$ cat config.mk
export PLATFORM = sky130hd
export DESIGN_NAME = pwm_timer
export DESIGN_NICKNAME = d
export VERILOG_FILES = /design/src/rtl/pwm_timer.sv
export SDC_FILE = /design/constraint.sdc
export NUM_CORES = 1
export LEC_CHECK = 0
export BUFFER_PORTS_ARGS = -buffer_cell sky130_fd_sc_hd__buf_2
export CAP_MARGIN = 20
export CORE_MARGIN = 4
export CORE_UTILIZATION = 25
export CTS_CLUSTER_DIAMETER = 100
export DETAILED_ROUTE_END_ITERATION = 10
export SLEW_MARGIN = 15
export SYNTH_ARGS = -nofsm -noshare
export SYNTH_HDL_FRONTEND = slang
export SYNTH_SLANG_ARGS = --single-unit
export TNS_END_PERCENT = 100
$ cat constraint.sdc
create_clock -name i_clk -period 5.4 [get_ports i_clk]
set_input_delay 0.81 -clock i_clk [delete_from_list [all_inputs] [get_ports i_clk]]
set_output_delay 0.81 -clock i_clk [all_outputs]
set_load 0.03 [all_outputs]
$ cat src/rtl/pwm_timer.sv
// PWM / one-shot timer advanced by rising edges of a divided clock sampled in the i_clk domain.
// Optional sticky period-end interrupt is built only when PWM_TIMER_IRQ_EN is defined.
module pwm_timer #(
  parameter int WIDTH = 16
) (
  input  logic             i_clk,
  input  logic             i_rst,
  input  logic             i_slow_clk,
  input  logic             i_en,
  input  logic             i_mode,
  input  logic [WIDTH-1:0] i_period,
  input  logic [WIDTH-1:0] i_duty,
  input  logic             i_irq_clr,
  output logic             o_pwm,
  output logic             o_irq,
  output logic [WIDTH-1:0] o_count,
  output logic             o_busy
);

  typedef enum logic [1:0] {
    IDLE,
    RUN,
    DONE
  } state_e;

  state_e           state_q, state_d;
  logic             slow_q;
  logic             tick;
  logic [WIDTH-1:0] count_q, count_d;
  logic [WIDTH-1:0] period_q, period_d;
  logic [WIDTH-1:0] duty_q, duty_d;
  logic             mode_q, mode_d;
  logic             pwm_q, pwm_d;
  logic             period_end;

  // The divided clock is treated as plain data; a tick is its sampled rising edge.
  assign tick = i_slow_clk & ~slow_q;

  // NOTE: sequential state uses non-blocking assignments so every flop samples pre-edge values.
  always_ff @(posedge i_clk or posedge i_rst) begin
    if (i_rst) begin
      state_q  <= IDLE;
      slow_q   <= 1'b0;
      count_q  <= '0;
      period_q <= '0;
      duty_q   <= '0;
      mode_q   <= 1'b0;
      pwm_q    <= 1'b0;
    end else begin
      state_q  <= state_d;
      slow_q   <= i_slow_clk;
      count_q  <= count_d;
      period_q <= period_d;
      duty_q   <= duty_d;
      mode_q   <= mode_d;
      pwm_q    <= pwm_d;
    end
  end

  // NOTE: every signal written here gets a default first, so no path can infer a latch.
  always_comb begin
    state_d    = state_q;
    count_d    = count_q;
    period_d   = period_q;
    duty_d     = duty_q;
    mode_d     = mode_q;
    period_end = 1'b0;
    unique case (state_q)
      IDLE: begin
        if (i_en && (i_period != '0)) begin
          period_d = i_period;
          duty_d   = i_duty;
          mode_d   = i_mode;
          count_d  = '0;
          state_d  = RUN;
        end
      end
      RUN: begin
        if (!i_en) begin
          state_d = IDLE;
          count_d = '0;
        end else if (tick) begin
          if (count_q == (period_q - WIDTH'(1))) begin
            count_d    = '0;
            period_end = 1'b1;
            if (mode_q) begin
              state_d = DONE;
            end else begin
              // Shadows only follow the inputs at a period boundary.
              period_d = i_period;
              duty_d   = i_duty;
              mode_d   = i_mode;
            end
          end else begin
            count_d = count_q + WIDTH'(1);
          end
        end
      end
      DONE: begin
        if (!i_en) begin
          state_d = IDLE;
          count_d = '0;
        end
      end
      default: begin
        state_d = IDLE;
        count_d = '0;
      end
    endcase
    // Output is registered from the next-state view, so it equals (RUN && count < duty) of the flops.
    pwm_d = (state_d == RUN) && (count_d < duty_d);
  end

  assign o_pwm   = pwm_q;
  assign o_count = count_q;
  assign o_busy  = (state_q == RUN);

`ifdef PWM_TIMER_IRQ_EN
  logic irq_q;

  // A set in the same cycle as a clear wins.
  always_ff @(posedge i_clk or posedge i_rst) begin
    if (i_rst) begin
      irq_q <= 1'b0;
    end else begin
      irq_q <= period_end | (irq_q & ~i_irq_clr);
    end
  end

  assign o_irq = irq_q;
`else
  logic irq_logic_unused;

  assign irq_logic_unused = i_irq_clr ^ period_end;
  assign o_irq            = 1'b0;
`endif

endmodule

# After elaboration in Yosys (flattened, before gate mapping)
# Cells that the tools add are included.
[totals]
regBits = 53
[op_classes]
n_lt_le_gt_ge = 1
eq_ne = 9
reduce_logical = 7
n_mux = 31
bitwise = 2
addsub = 2
[op_table]
columns = ["op", "count"]
rows = [
  ["$mux 16", 15],
  ["$pmux 16 s2", 2],
  ["$pmux 16 s3", 1],
  ["$add 16x1->16 const B", 1],
  ["$eq 16x16->1", 1],
  ["$lt 16x16->1", 1],
  ["$reduce_bool 16->1", 1],
  ["$sub 16x1->16 const B", 1],
  ["$mux 2", 6],
  ["$ne 2x2->1 const B", 3],
  ["$pmux 2 s3", 1],
  ["$reduce_and 6->1", 1],
  ["$mux 1", 5],
  ["$reduce_and 5->1", 1],
  ["$eq 2x1->1 const B", 2],
  ["$ne 2x1->1 const B", 2],
  ["$eq 2x2->1 const B", 1],
  ["$logic_and 1x1->1", 2],
  ["$logic_not 2->1", 1],
  ["$pmux 1 s2", 1],
  ["$reduce_bool 2->1", 1],
  ["$and 1x1->1", 1],
  ["$not 1->1", 1],
]

# Longest topological paths before layout
# Gate-level depths: netlist of the first run.
[depth]
depth_word = 8
mapped_depth = 20
depth_no_buf = 18

# Least setup slack after synthesis of the first run
# No wires, ideal clock.
[synth_timing]
kind = "register -> register"
from = "register period_q[0]"
to = "register pwm_q, in the netlist o_pwm"
t_arrival_ps = 4104
required_time_ps = 5306
setup_ps = 94
path_stages_with_launch = 17
path_buffers = 2
setup_slack_ps = 1202
cell_sequence = "dfrtp_1 -> buf_6 -> or4_4 -> or2_1 -> or4_4 -> a2111oi_4 -> o2111ai_2 -> buf_6 -> a41oi_1 -> a31oi_1 -> ha_1 -> a21o_1 -> a21o_1 -> a211oi_1 -> nor4_1 -> a211o_1 -> a211oi_1"
[synth_via]
elab_chain_len = 8
[synth_rtl]
columns = ["element", "line_no", "text"]
rows = [
  ["start, declared", "30", "logic [WIDTH-1:0] period_q, period_d;"],
  ["start signal, assigned", "53", "period_q <= period_d;"],
  ["$sub 16x1->16", "83", "if (count_q == (period_q - WIDTH'(1))) begin"],
  ["$eq 16x16->1", "83", ""],
  ["$mux 16", "83", ""],
  ["$mux 16", "82", "end else if (tick) begin"],
  ["$mux 16", "79", "if (!i_en) begin"],
  ["$pmux 16 s3", "68", "unique case (state_q)"],
  ["via count_d[2]", "29", "logic [WIDTH-1:0] count_q, count_d;"],
  ["$lt 16x16->1", "111", "pwm_d = (state_d == RUN) && (count_d < duty_d);"],
  ["$logic_and 1x1->1", "111", ""],
  ["via pwm_d", "33", "logic pwm_q, pwm_d;"],
  ["end signal, assigned", "56", "pwm_q <= pwm_d;"],
  ["end, declared", "33", ""],
]
# The timed path passes the listed nets, and every way through them passes these cells.
# A chain may end at the register's enable or synchronous reset.

# Worst setup path in the final report of the first run
[layout_timing]
from = "register period_q[0]"
to = "register pwm_q, in the netlist o_pwm"
[layout_via]
elab_chain_len = 8
[layout_rtl]
columns = ["element", "line_no"]
rows = [
  ["$sub 16x1->16 (*)", "83"],
  ["$eq 16x16->1 (*)", "83"],
  ["$mux 16 or $mux 2 (tied branches)", "83"],
  ["$mux 16 or $mux 2 (tied branches)", "82"],
  ["$mux 16 or $mux 2 (tied branches)", "79"],
  ["$pmux 16 s3, or another cell as far along", "68"],
  ["$lt 16x16->1 or $eq 2x1->1 (tied branches)", "111"],
  ["$logic_and 1x1->1 (*)", "111"],
  ["via pwm_d", "33"],
]
# The timed path passes the listed nets; every way through them passes the cells marked *.

==> results of run 1 <==
==> flip-flops by register name, summed over array words and instances, names as in the netlist <==
name      count
slow_q        1
state_q       2
period_q     16
duty_q       16
o_pwm         1
mode_q        1
o_count      16
==> placed cells by master, fill, tap and decap left out, types with 3 or more instances in the layout <==
cell	n
o21ai_0	9
o211ai_1	8
a21oi_1	10
buf_4	4
a21o_1	5
xnor2_1	11
or4_1	3
nor2_1	16
a211oi_1	6
o22ai_1	5
xor2_1	9
nand2_1	13
or3_1	4
mux2_2	3
mux2i_1	15
buf_2	54
clkbuf_16	5
and3_1	16
nand2b_1	8
nor4b_1	3
inv_1	23
dfrtp_1	53
nor2b_1	4
nor4_1	10
mux2_1	13
nand3_1	7
o21a_1	8
a31oi_1	8
ha_1	17
nand4_1	6
nor3_1	9
==> how the worst max path moves through the flow <==
stage / startpoint / end / slack [ns] / depth (start not counted)
after floorplan: period_q[0]$_DFFE_PP0P_ / o_pwm$_DFF_PP0_ / 1.20 / 16
after global placement: period_q[0]$_DFFE_PP0P_ / o_pwm$_DFF_PP0_ / 0.59 / 16
after detailed placement: period_q[0]$_DFFE_PP0P_ / o_pwm$_DFF_PP0_ / 0.53 / 16
after CTS: period_q[0]$_DFFE_PP0P_ / o_pwm$_DFF_PP0_ / 0.46 / 16
after global routing: period_q[0]$_DFFE_PP0P_ / o_pwm$_DFF_PP0_ / 0.08 / 16
final: period_q[0]$_DFFE_PP0P_ / o_pwm$_DFF_PP0_ / 0.49 / 16
==> routing by layer <==
| metal | up-vias | routed length (um) | track usage |
|---|---|---|---|
| li1 | 1411 | - | - |
| met1 | 1379 | 4210 | 0.157 |
| met2 | 90 | 4300 | 0.188 |
| met3 | 9 | 676 | 0.0258 |
| met4 | 0 | 130 | 0.0334 |
| met5 | - | 0 | 0 |
==> cell usage after synthesis (all sizes together) (8+ instances only) <==
cell    instances
o21ai          10
nor4           10
nand2          14
ha             17
nor2           16
mux2i          15
xor2            9
nand2b          8
a31oi           8
o211ai          8
nor3            9
a21oi          10
dfrtp          53
inv            24
o21a            8
xnor2          11
mux2           16
and3           16
==> final cells by class <==
class	count	share of cell area
clock inverters	1	0.00214
repair buffers	58	0.0734
clock buffers	7	0.0373
flip-flops and latches	53	0.324
well taps	176	0.0538
multi-input cells	262	0.487
inverters	24	0.0220
==> cells by family after synthesis <==
group | count (synthesis)
and+or+nand+nor | 115
AOI/OAI and AO/OA | 77
DFF | 53
buffers and inverters | 37
muxes | 31
xor gates and xnor gates | 21
adders and majority gates | 17
other | 1
==> critical path, cell delays in order (launching register included) <==
cell and delay [ns]:
dfrtp_1 0.49, inv_1 0.10, ha_1 0.29, nor4b_1 0.48, nand4_1 0.21, xnor2_1 0.38, a21oi_1 0.09, and3_1 0.23
a21boi_4 0.70, mux2i_1 0.33, ha_1 0.28, a21o_1 0.16, a21o_1 0.21, a211oi_1 0.33, nor4_1 0.10, a211o_1 0.26
a211oi_1 0.18
==> power groups by stage <==
stage | logic [mW] | registers (mW) | clock network, mW
final | 0.295 | 0.521 | 0.343
after global routing | 0.334 | 0.530 | 0.371
after CTS | 0.299 | 0.520 | 0.358
after detailed placement | 0.297 | 0.527 | 0
after global placement | 0.286 | 0.524 | 0
after floorplan | 0.242 | 0.499 | 0
==> metrics by stage <==
stage          hold WS, ns  std cells  power [mW]  setup WS (ns)  area, um^2
4_1_cts              0.495        581        1.18          0.457        4090
3_3_place_gp         0.463        573       0.809          0.594        3930
3_5_place_dp         0.479        573       0.823          0.532        3930
2_1_floorplan        0.444        352       0.741           1.20        3490
6_report             0.487        581        1.16          0.486        4090
5_1_grt              0.518        581        1.23         0.0821        4090
==> results.md, run 1 <==
- Mean Syn Cell Area: 9.92 um^2
- Chip height: 126 um
- Die Area: about 0.016 mm^2
- DRT iter0 DRCs: 197
- Ant diodes: 0
- Final min period: between 4 and 5 ns
- P_sw: 374 uW
- Worst hold start: duty_q[4]$_DFF_PP0_
- CP Capture Type: register
- Grt total ovfl: 0
- Largest net degree at the start of global routing: 54
- Clock buffer depth: 2
- Clk network pwr share: 0.296
- Reg2Reg Launch Point: period_q[0]$_DFFE_PP0P_
- CTS tree: done
- Switching Share: 0.323
- Clk slew on worst S/H paths: roughly 0.070 ns
- Fmax: slightly above 0.2 GHz
- Worst path required time: 5.61 ns
- FF-to-FF End: o_pwm$_DFF_PP0_
- Antenna violations before repair: 0
- Comb power frac: 0.255
- Leak pwr: a little under 2 nW
- YS warnings: 0
- NumNets Final: roughly 460
- Top-area cell type share of the netlist area: 0.380
- Leading area contributor after synthesis: dfrtp_1
- Post-Synth Simple-Gate Area: 0.190
- CP max FO: 19
- VDD IR max: approximately 0.14 mV
- # IOs: 57
- Resized cells post-CTS: 0
- Synth top area cells: dfrtp_1, ha_1, mux2i_1, mux2_1, and3_1
- Row count: 42
- Yosys cell types: 60
- Worst slew pin tran: around 0.86 ns
- CTS Sinks: 53
- Aggregate negative setup slack: 0 ns
- Worst skew pair latency: roughly 0.3 ns
- Critical path class: register to register
- Tot GR Track Use: 0.116
- Slew Limit Fails: 0
- HP Class: register to register
- Setup Skew: approximately 0.0053 ns
- Crit path DAT: 5.12 ns
- Setup repair bufs after CTS: 0
- First-pass GRT wire length: 14,900 um
- Placer Congestion: roughly 0.83
- Drt pass-1 iters: 4
- Fraction of registers with async set/reset: 1.00
- Hold Vio Cnt, Final: 0
- Fillers: 1,434
- Largest family of logic cells by synthesized area: simple AND/OR/NAND/NOR gates
- Multiplexer share of the synthesized area: 0.0946
- H-Tree Level Count: 2
- Area grow syn2layout: 17.2%
- Mapped cell area: around 0.0035 mm^2
- Worst setup SP type: register
- Register area share after synthesis: 0.380
- Pwr Density: 284 mW/mm^2
- Cell-internal power: roughly 800 uW
- Hold endpoint: duty_q[4]$_DFF_PP0_
- Core area: approximately 0.013 mm^2
- Port-buffer cells: 54
- Initial Util: 0.259
- EDFF count, synth: 0
- RSZ-0062 raised after global routing: false
- R2r setup slk: around 0.5 ns
- TritonCTS buffer count: 5
- Via count: slightly below 3,000
- Wire per inst: roughly 16 um
- Core Util, Final: 0.304
- FF/Latch Area: ~0.0013 mm^2
- DR DRC count: 0
- Synth Net Count: 407
- Tcrit/Tclk final: 0.910
- Compound-Gate Fraction of Synth Area: 0.167
- Vias per cell: ~5.0
- Hpwl dp: between 7000 and 8000 um
- Worst rel slew slack: 0.423
- Synth Area in Adders: 0.0609
- Area of the multi-input gates: 0.00199 mm^2
- Final WL: between 9000 and 10,000 um
- Die width: between 100 and 150 um
- Yosys reg bits: 53
- Prevailing post-synth register cell: dfrtp_1
- Part of the power in registers: 0.449
- R2R depth: 16
- Final setup viols: 0
- Layout cells sized above 1: 0.195
- Xor-xnor portion of the synthesized cell area: 0.0566
- Final ANT Viol Nets: 0
- Synth Instances: 352
- Max_cap viols: 0
- Number of global-route vias before repair: roughly 2,900
- CTS root buffer: clkbuf_16
- Hold_buf cts: 0
- Hold Path Cell Cnt: 2
- Outcome: finished, final reports clean
(Power assumes the default switching activity.)
==> run 2, diff against run 1 <==
--- a/config.mk
+++ b/config.mk
@@ -11,6 +11,8 @@
 export CORE_UTILIZATION = 25
 export CTS_CLUSTER_DIAMETER = 100
 export DETAILED_ROUTE_END_ITERATION = 10
+export RECOVER_POWER = 50
+export SETUP_SLACK_MARGIN = 0.4
 export SLEW_MARGIN = 15
 export SYNTH_ARGS = -nofsm -noshare
 export SYNTH_HDL_FRONTEND = slang
==> run 2 against run 1 <==
  * The run now ends with max-capacitance violations, max-slew violations left
  * Sequential share of layout area decreased by 0.29 points
  * Clock skew fell by 0.0011 ns
  * Fmax up 4.3%
  * Design area grew 0.89%
  * Routed wire length grew 1.1%
  * Worst setup slack better by 0.20 ns
  * Total power grew 0.69%
  * Critical path depth is 2 lower
==> results.md, run 2 (synthesis gave the netlist of run 1 again) <==
- Outcome: finished, violations left
- Failing checks: max-capacitance violations, max-slew violations
- Final ANT Viol Nets: 0 (unchanged)
- CTS tree: done
- Max_cap viols: 1 (+1)
- Fmax: 0.212 GHz (+4.3%)
- Clk slew on worst S/H paths: 0.07 ns (about the same)
- Port-buffer cells: 54 (unchanged)
- RSZ-0062 raised after global routing: false
- Worst path required time: 5.61 ns (about the same)
- Non-filler instance count after layout: 584 (+0.52%)
- Worst rel slew slack: -0.935 (-1.36)
- First-pass GRT wire length: 14,900 um (unchanged)
- Tot GR Track Use: 0.116 (unchanged)
- HP Class: register to register
- Reg2Reg Launch Point: period_q[2]$_DFFE_PP0P_
- Ant diodes: 0 (unchanged)
- TritonCTS buffer count: 5 (unchanged)
- Commonest cells after routing, fill and taps aside: dfrtp_1, buf_2, inv_1
- Worst slew pin tran: 2.90 ns (+2.04 ns)
- R2R depth: 14 (-2)
- CTS root buffer: clkbuf_16
- Vias per cell: 5.00 (+0.62%)
- Number of global-route vias before repair: 2,859 (unchanged)
- Leak pwr: 1.94 nW (-0.97%)
- Clock buffer depth: 2 (unchanged)
- FF-to-FF End: o_pwm$_DFF_PP0_
- Core area: 0.0135 mm^2 (unchanged)
- DP Area: 0.00393 mm^2 (unchanged)
- Area grow syn2layout: 18.2%
- Final setup viols: 0 (unchanged)
- Die width: 126 um (unchanged)
- # IOs: 57 (unchanged)
- Cell-internal power: 789 uW (+0.52%)
- Design area: 0.00413 mm^2 (+0.89%)
- NumNets Final: 462 (+0.65%)
- Largest net degree at the start of global routing: 54 (unchanged)
- Tcrit/Tclk final: 0.873 (-0.0372)
- Switching Share: 0.324 (+0.00112)
- Hold_buf cts: 0 (unchanged)
- Final min period: 4.71 ns (-0.201 ns)
- Hold Vio Cnt, Final: 0 (unchanged)
- Wire per inst: 16.1 um (+0.61%)
- Die Area: 0.0159 mm^2 (unchanged)
- Grt total ovfl: 0 (unchanged)
- DRT iter0 DRCs: 206 (+4.6%)
- Worst skew pair latency: 0.30 ns (about the same)
- Via count: 2,922 (+1.1%)
- Hold Path Cell Cnt: 2 (unchanged)
- Initial Util: 0.259 (unchanged)
- Slew Limit Fails: 54 (+54)
- Antenna violations before repair: 0 (unchanged)
- Part of the power in registers: 0.446 (-0.003)
- Commonest non-fill, non-tap cell in the layout: dfrtp_1
- Worst setup SP type: register
- Crit path DAT: 4.92 ns (-0.20 ns)
- Inst Count DP: 573 (unchanged)
- H-Tree Level Count: 2 (unchanged)
- R2r setup slk: 0.69 ns (+0.20 ns)
- Layout cells sized above 1: 0.174 (-0.0210)
- Comb power frac: 0.259 (+0.004)
- Hold endpoint: duty_q[4]$_DFF_PP0_
- Critical path class: register to register
- WHS: 0.485 ns (-0.00226 ns)
- P_sw: 378 uW (+1.0%)
- Pwr Density: 283 mW/mm^2 (-0.20%)
- Chip height: 126 um (unchanged)
- Placer Congestion: 0.834 (unchanged)
- Final WL: 9420 um (+1.1%)
- CTS Sinks: 53 (unchanged)
- Drt pass-1 iters: 4 (unchanged)
- DR DRC count: 0 (unchanged)
- VDD IR max: 0.136 mV (+0.82%)
- CP max FO: 13 (-6)
- Row count: 42 (unchanged)
- Clk network pwr share: 0.294 (-0.002)
- Setup Skew: 0.00418 ns (-0.00108 ns)
- CP Capture Type: register
- Aggregate negative setup slack: 0 ns (unchanged)
- Worst hold start: duty_q[4]$_DFF_PP0_
- Hpwl dp: 7290 um (unchanged)
==> run 2: changes by cell type in the layout (fill, tap and decap cells not counted) <==
cell and change:
nand2_4 +1, inv_1 +1, buf_4 +1, buf_12 +1
o2111ai_2 -1, inv_2 -1, buf_2 -9, nand2_2 -1
o2111ai_4 +1, clkbuf_1 +10
==> run 2: stage by stage <==
step	power (mW)	setup slack, ns	util
final	1.17	0.687	0.307
after global routing	1.24	0.448	0.307
after CTS	1.18	0.457	0.304
after detailed placement	0.823	0.532	0.292
after global placement	0.809	0.594	0.292
after floorplan	0.741	1.20	-
==> run 2: critical path: stages, from the launching register on <==
cell       delay, ns
dfrtp_1         0.47
or4_1           0.60
or2_1           0.28
or4_4           0.55
a2111oi_4       0.44
o2111ai_4       0.33
a41oi_1         0.32
a31oi_1         0.08
ha_1            0.33
a21o_1          0.16
a21o_1          0.21
a31oi_1         0.33
nor4_1          0.09
a211o_1         0.26
a211oi_1        0.18
==> run 2: cell type report <==
type	count	area (um^2)
Fill cell	1435	9330
Clock buffer	7	153
Sequential cell	53	1330
Inverter	24	90.1
Timing Repair Buffer	61	320
Tap cell	176	220
Clock inverter	1	8.76
Multi-Input combinational cell	262	2010
==> run 2: worst max-delay path by stage <==
stage / start / to / slack, ns / depth (start not counted)
2_1_floorplan: period_q[0]$_DFFE_PP0P_ / o_pwm$_DFF_PP0_ / 1.20 / 16
3_3_place_gp: period_q[0]$_DFFE_PP0P_ / o_pwm$_DFF_PP0_ / 0.59 / 16
3_5_place_dp: period_q[0]$_DFFE_PP0P_ / o_pwm$_DFF_PP0_ / 0.53 / 16
4_1_cts: period_q[0]$_DFFE_PP0P_ / o_pwm$_DFF_PP0_ / 0.46 / 16
5_1_grt: period_q[2]$_DFFE_PP0P_ / o_pwm$_DFF_PP0_ / 0.45 / 16
6_report: period_q[2]$_DFFE_PP0P_ / o_pwm$_DFF_PP0_ / 0.69 / 14
==> run 2: repair_timing <==
item / 4_1_cts / 5_1_grt
buffers inserted: 0 / 3
resized for setup: 0 / 2
setup endpoints to repair: 0 / 1
hold endpoints to repair: 0 / 0
==> run 2: per-layer routing <==
layer / vias up / global-route usage / part of all wire
met3: 10 / 0.0258 / 0.060
met4: 0 / 0.0334 / 0.013
met2: 100 / 0.188 / 0.47
li1: 1414 / - / -
met1: 1398 / 0.157 / 0.46
met5: - / 0 / 0
==> run 2: power groups by stage <==
stage / combinational (mW) / sequential [mW] / clock, mW
3_5_place_dp: 0.297 / 0.527 / 0
2_1_floorplan: 0.242 / 0.499 / 0
3_3_place_gp: 0.286 / 0.524 / 0
5_1_grt: 0.341 / 0.530 / 0.371
4_1_cts: 0.299 / 0.520 / 0.358
6_report: 0.303 / 0.521 / 0.344
==> run 3, diff against run 2 <==
--- a/config.mk
+++ b/config.mk
@@ -9,6 +9,7 @@
 export CAP_MARGIN = 20
 export CORE_MARGIN = 4
 export CORE_UTILIZATION = 25
+export CTS_BUF_LIST = sky130_fd_sc_hd__clkbuf_4 sky130_fd_sc_hd__clkbuf_8
 export CTS_CLUSTER_DIAMETER = 100
 export DETAILED_ROUTE_END_ITERATION = 10
 export RECOVER_POWER = 50
==> run 3 against run 2 <==
  * The flow still finishes with violations (max-capacitance violations, max-slew violations)
  * First-iteration DRC count is 0.49% higher
  * Fmax is 0.18% lower
  * Count of clock-buffer cells in the layout stayed put
  * Critical path type unchanged
  * Critical endpoint unchanged
==> results.md, run 3 (synthesis gave the netlist of run 1 again) <==
- Fillers: 1,442 (+0.49%)
- Largest net degree at the start of global routing: 54 (unchanged)
- Worst Slack Setup Final: 0.678 ns (-0.00829 ns)
- Hold Path Cell Cnt: 2 (unchanged)
- Tot Pwr: 1.08 mW (-7.7%)
- Design area: 0.00407 mm^2 (-1.4%)
- WHS: 0.493 ns (+0.00757 ns)
- Setup Skew: 0.00778 ns (+0.00361 ns)
- CP top delay family: compound AO/OA/AOI/OAI gates
- Initial Util: 0.259 (unchanged)
- DRT iter0 DRCs: 207 (+0.49%)
- RSZ-0062 raised after global routing: false
- R2R depth: 14 (unchanged)
- Core Util, Final: 0.303 (-0.00419)
- Worst rel slew slack: -0.929 (+0.00623)
- CP Capture Type: register
- TritonCTS buffer count: 5 (unchanged)
- CTS Sinks: 53 (unchanged)
- Outcome: finished, violations left
- Area grow syn2layout: 16.6%
- Tot GR Track Use: 0.117 (+0.000631)
- Worst slack at placement: 0.532 ns (unchanged)
- Commonest non-fill, non-tap cell in the layout: dfrtp_1
- Worst hold start: duty_q[4]$_DFF_PP0_
- H-Tree Level Count: 2 (unchanged)
- Commonest cells after routing, fill and taps aside: dfrtp_1, buf_2, inv_1
- Hold_buf cts: 0 (unchanged)
- Leak pwr: 1.91 nW (-1.3%)
- Wire per inst: 16.0 um (-0.79%)
- DR DRC count: 0 (unchanged)
- First-pass GRT wire length: 14,900 um (-0.14%)
- CTS tree: done
- Fmax: 0.212 GHz (-0.18%)
- Worst skew pair latency: 0.33 ns (+0.03 ns)
- Slew Limit Fails: 54 (unchanged)
- Tcrit/Tclk final: 0.874 (+0.00154)
- Vias per cell: 4.91 (-1.8%)
- FF-to-FF End: o_pwm$_DFF_PP0_
- Via count: 2,869 (-1.8%)
- Worst slew pin tran: 2.89 ns (-0.00934 ns)
- Clock buffer depth: 2 (unchanged)
- NumNets Final: 462 (unchanged)
- CP max FO: 13 (unchanged)
- Chip height: 126 um (unchanged)
- CP Cell Sequence: or4_4 -> or2_1 -> or4_4 -> a2111oi_4 -> o2111ai_4 -> a41oi_1 -> a31oi_1 -> ha_1 -> a21o_1 -> a21o_1 -> a211oi_1 -> nor4_1 -> a211o_1 -> a211oi_1
- Inst Count DP: 573 (unchanged)
- Non-filler instance count after layout: 584 (unchanged)
- Max_cap viols: 1 (unchanged)
- Hold Vio Cnt, Final: 0 (unchanged)
- Aggregate negative setup slack: 0 ns (unchanged)
- Antenna violations before repair: 0 (unchanged)
- Final min period: 4.72 ns (+0.00829 ns)
- DP Area: 0.00393 mm^2 (unchanged)
- Placer Congestion: 0.834 (unchanged)
- Layout cells sized above 1: 0.174 (unchanged)
- R2r setup slk: 0.68 ns (about the same)
- CTS root buffer: clkbuf_8
- Port-buffer cells: 54 (unchanged)
- Die width: 126 um (unchanged)
- Clk slew on worst S/H paths: 0.10 ns (+0.03 ns)
- Slowest stage cell, crit path: or4_4
- Core area: 0.0135 mm^2 (unchanged)
- VDD IR max: 0.140 mV (+2.6%)
- Critical path class: register to register
- Ant diodes: 0 (unchanged)
- CP peak stage delay: 0.57 ns (-0.03 ns)
- Reg2Reg Launch Point: period_q[0]$_DFFE_PP0P_
- Final ANT Viol Nets: 0 (unchanged)
- Drt pass-1 iters: 4 (unchanged)
- Worst setup SP type: register
- Final WL: 9350 um (-0.79%)
- Hold endpoint: duty_q[4]$_DFF_PP0_
- Worst path required time: 5.64 ns (+0.03 ns)
- Row count: 42 (unchanged)
- Final setup viols: 0 (unchanged)
- Critical path buffers and inverters: 0 (unchanged)
- Die Area: 0.0159 mm^2 (unchanged)
- Failing checks: max-capacitance violations, max-slew violations
- Crit path DAT: 4.96 ns (+0.04 ns)
- Levels on crit path: 14 (unchanged)
- # IOs: 57 (unchanged)
- Number of global-route vias before repair: 2,852 (-0.24%)
- HP Class: register to register
- Hpwl dp: 7290 um (unchanged)
- Pwr Density: 265 mW/mm^2 (-6.5%)
- Grt total ovfl: 0 (unchanged)
run 3: cell counts in the layout (fill, tap and decap cells not counted):
Identical to the previous run, type by type.
run 3: tightest hold or removal path, cell delays in order (launching register included):
cell     delay, ns
dfrtp_1       0.34
nand2_1       0.06
o21ai_0       0.07
run 3: worst max path at each step:
stage	start	endpoint	slack [ns]
floorplan	period_q[0]$_DFFE_PP0P_	o_pwm$_DFF_PP0_	1.20
global placement	period_q[0]$_DFFE_PP0P_	o_pwm$_DFF_PP0_	0.59
detailed placement	period_q[0]$_DFFE_PP0P_	o_pwm$_DFF_PP0_	0.53
CTS	period_q[0]$_DFFE_PP0P_	o_pwm$_DFF_PP0_	0.45
global route	period_q[2]$_DFFE_PP0P_	o_pwm$_DFF_PP0_	0.45
finish	period_q[0]$_DFFE_PP0P_	o_pwm$_DFF_PP0_	0.68
run 3: area by class of cell:
type	count	area (um^2)	share of cell area
clock inverter	1	8.76	0.00215
tap	176	220	0.0541
multi-input combinational	262	2010	0.493
inverter	24	90.1	0.0221
clock buffer	7	96.3	0.0237
timing repair buffer	61	320	0.0787
sequential	53	1330	0.326
run 3: where the power goes:
group          switching (mW)  total, mW  internal, mW  leakage, nW
Clock                   0.136      0.255         0.119       0.0549
Sequential             0.0659      0.521         0.455        0.660
Combinational           0.167      0.302         0.135         1.20
run 3: timing repair:
action	in CTS	in global routing
resized for setup	0	2
hold endpoints to repair	0	0
endpoints found under the setup margin	0	1
buffers inserted	0	3
run 3: per-layer routing:
layer	track usage	share of wire
met1	0.157	0.47
met2	0.188	0.46
met3	0.0271	0.062
met4	0.0372	0.014
met5	0	0
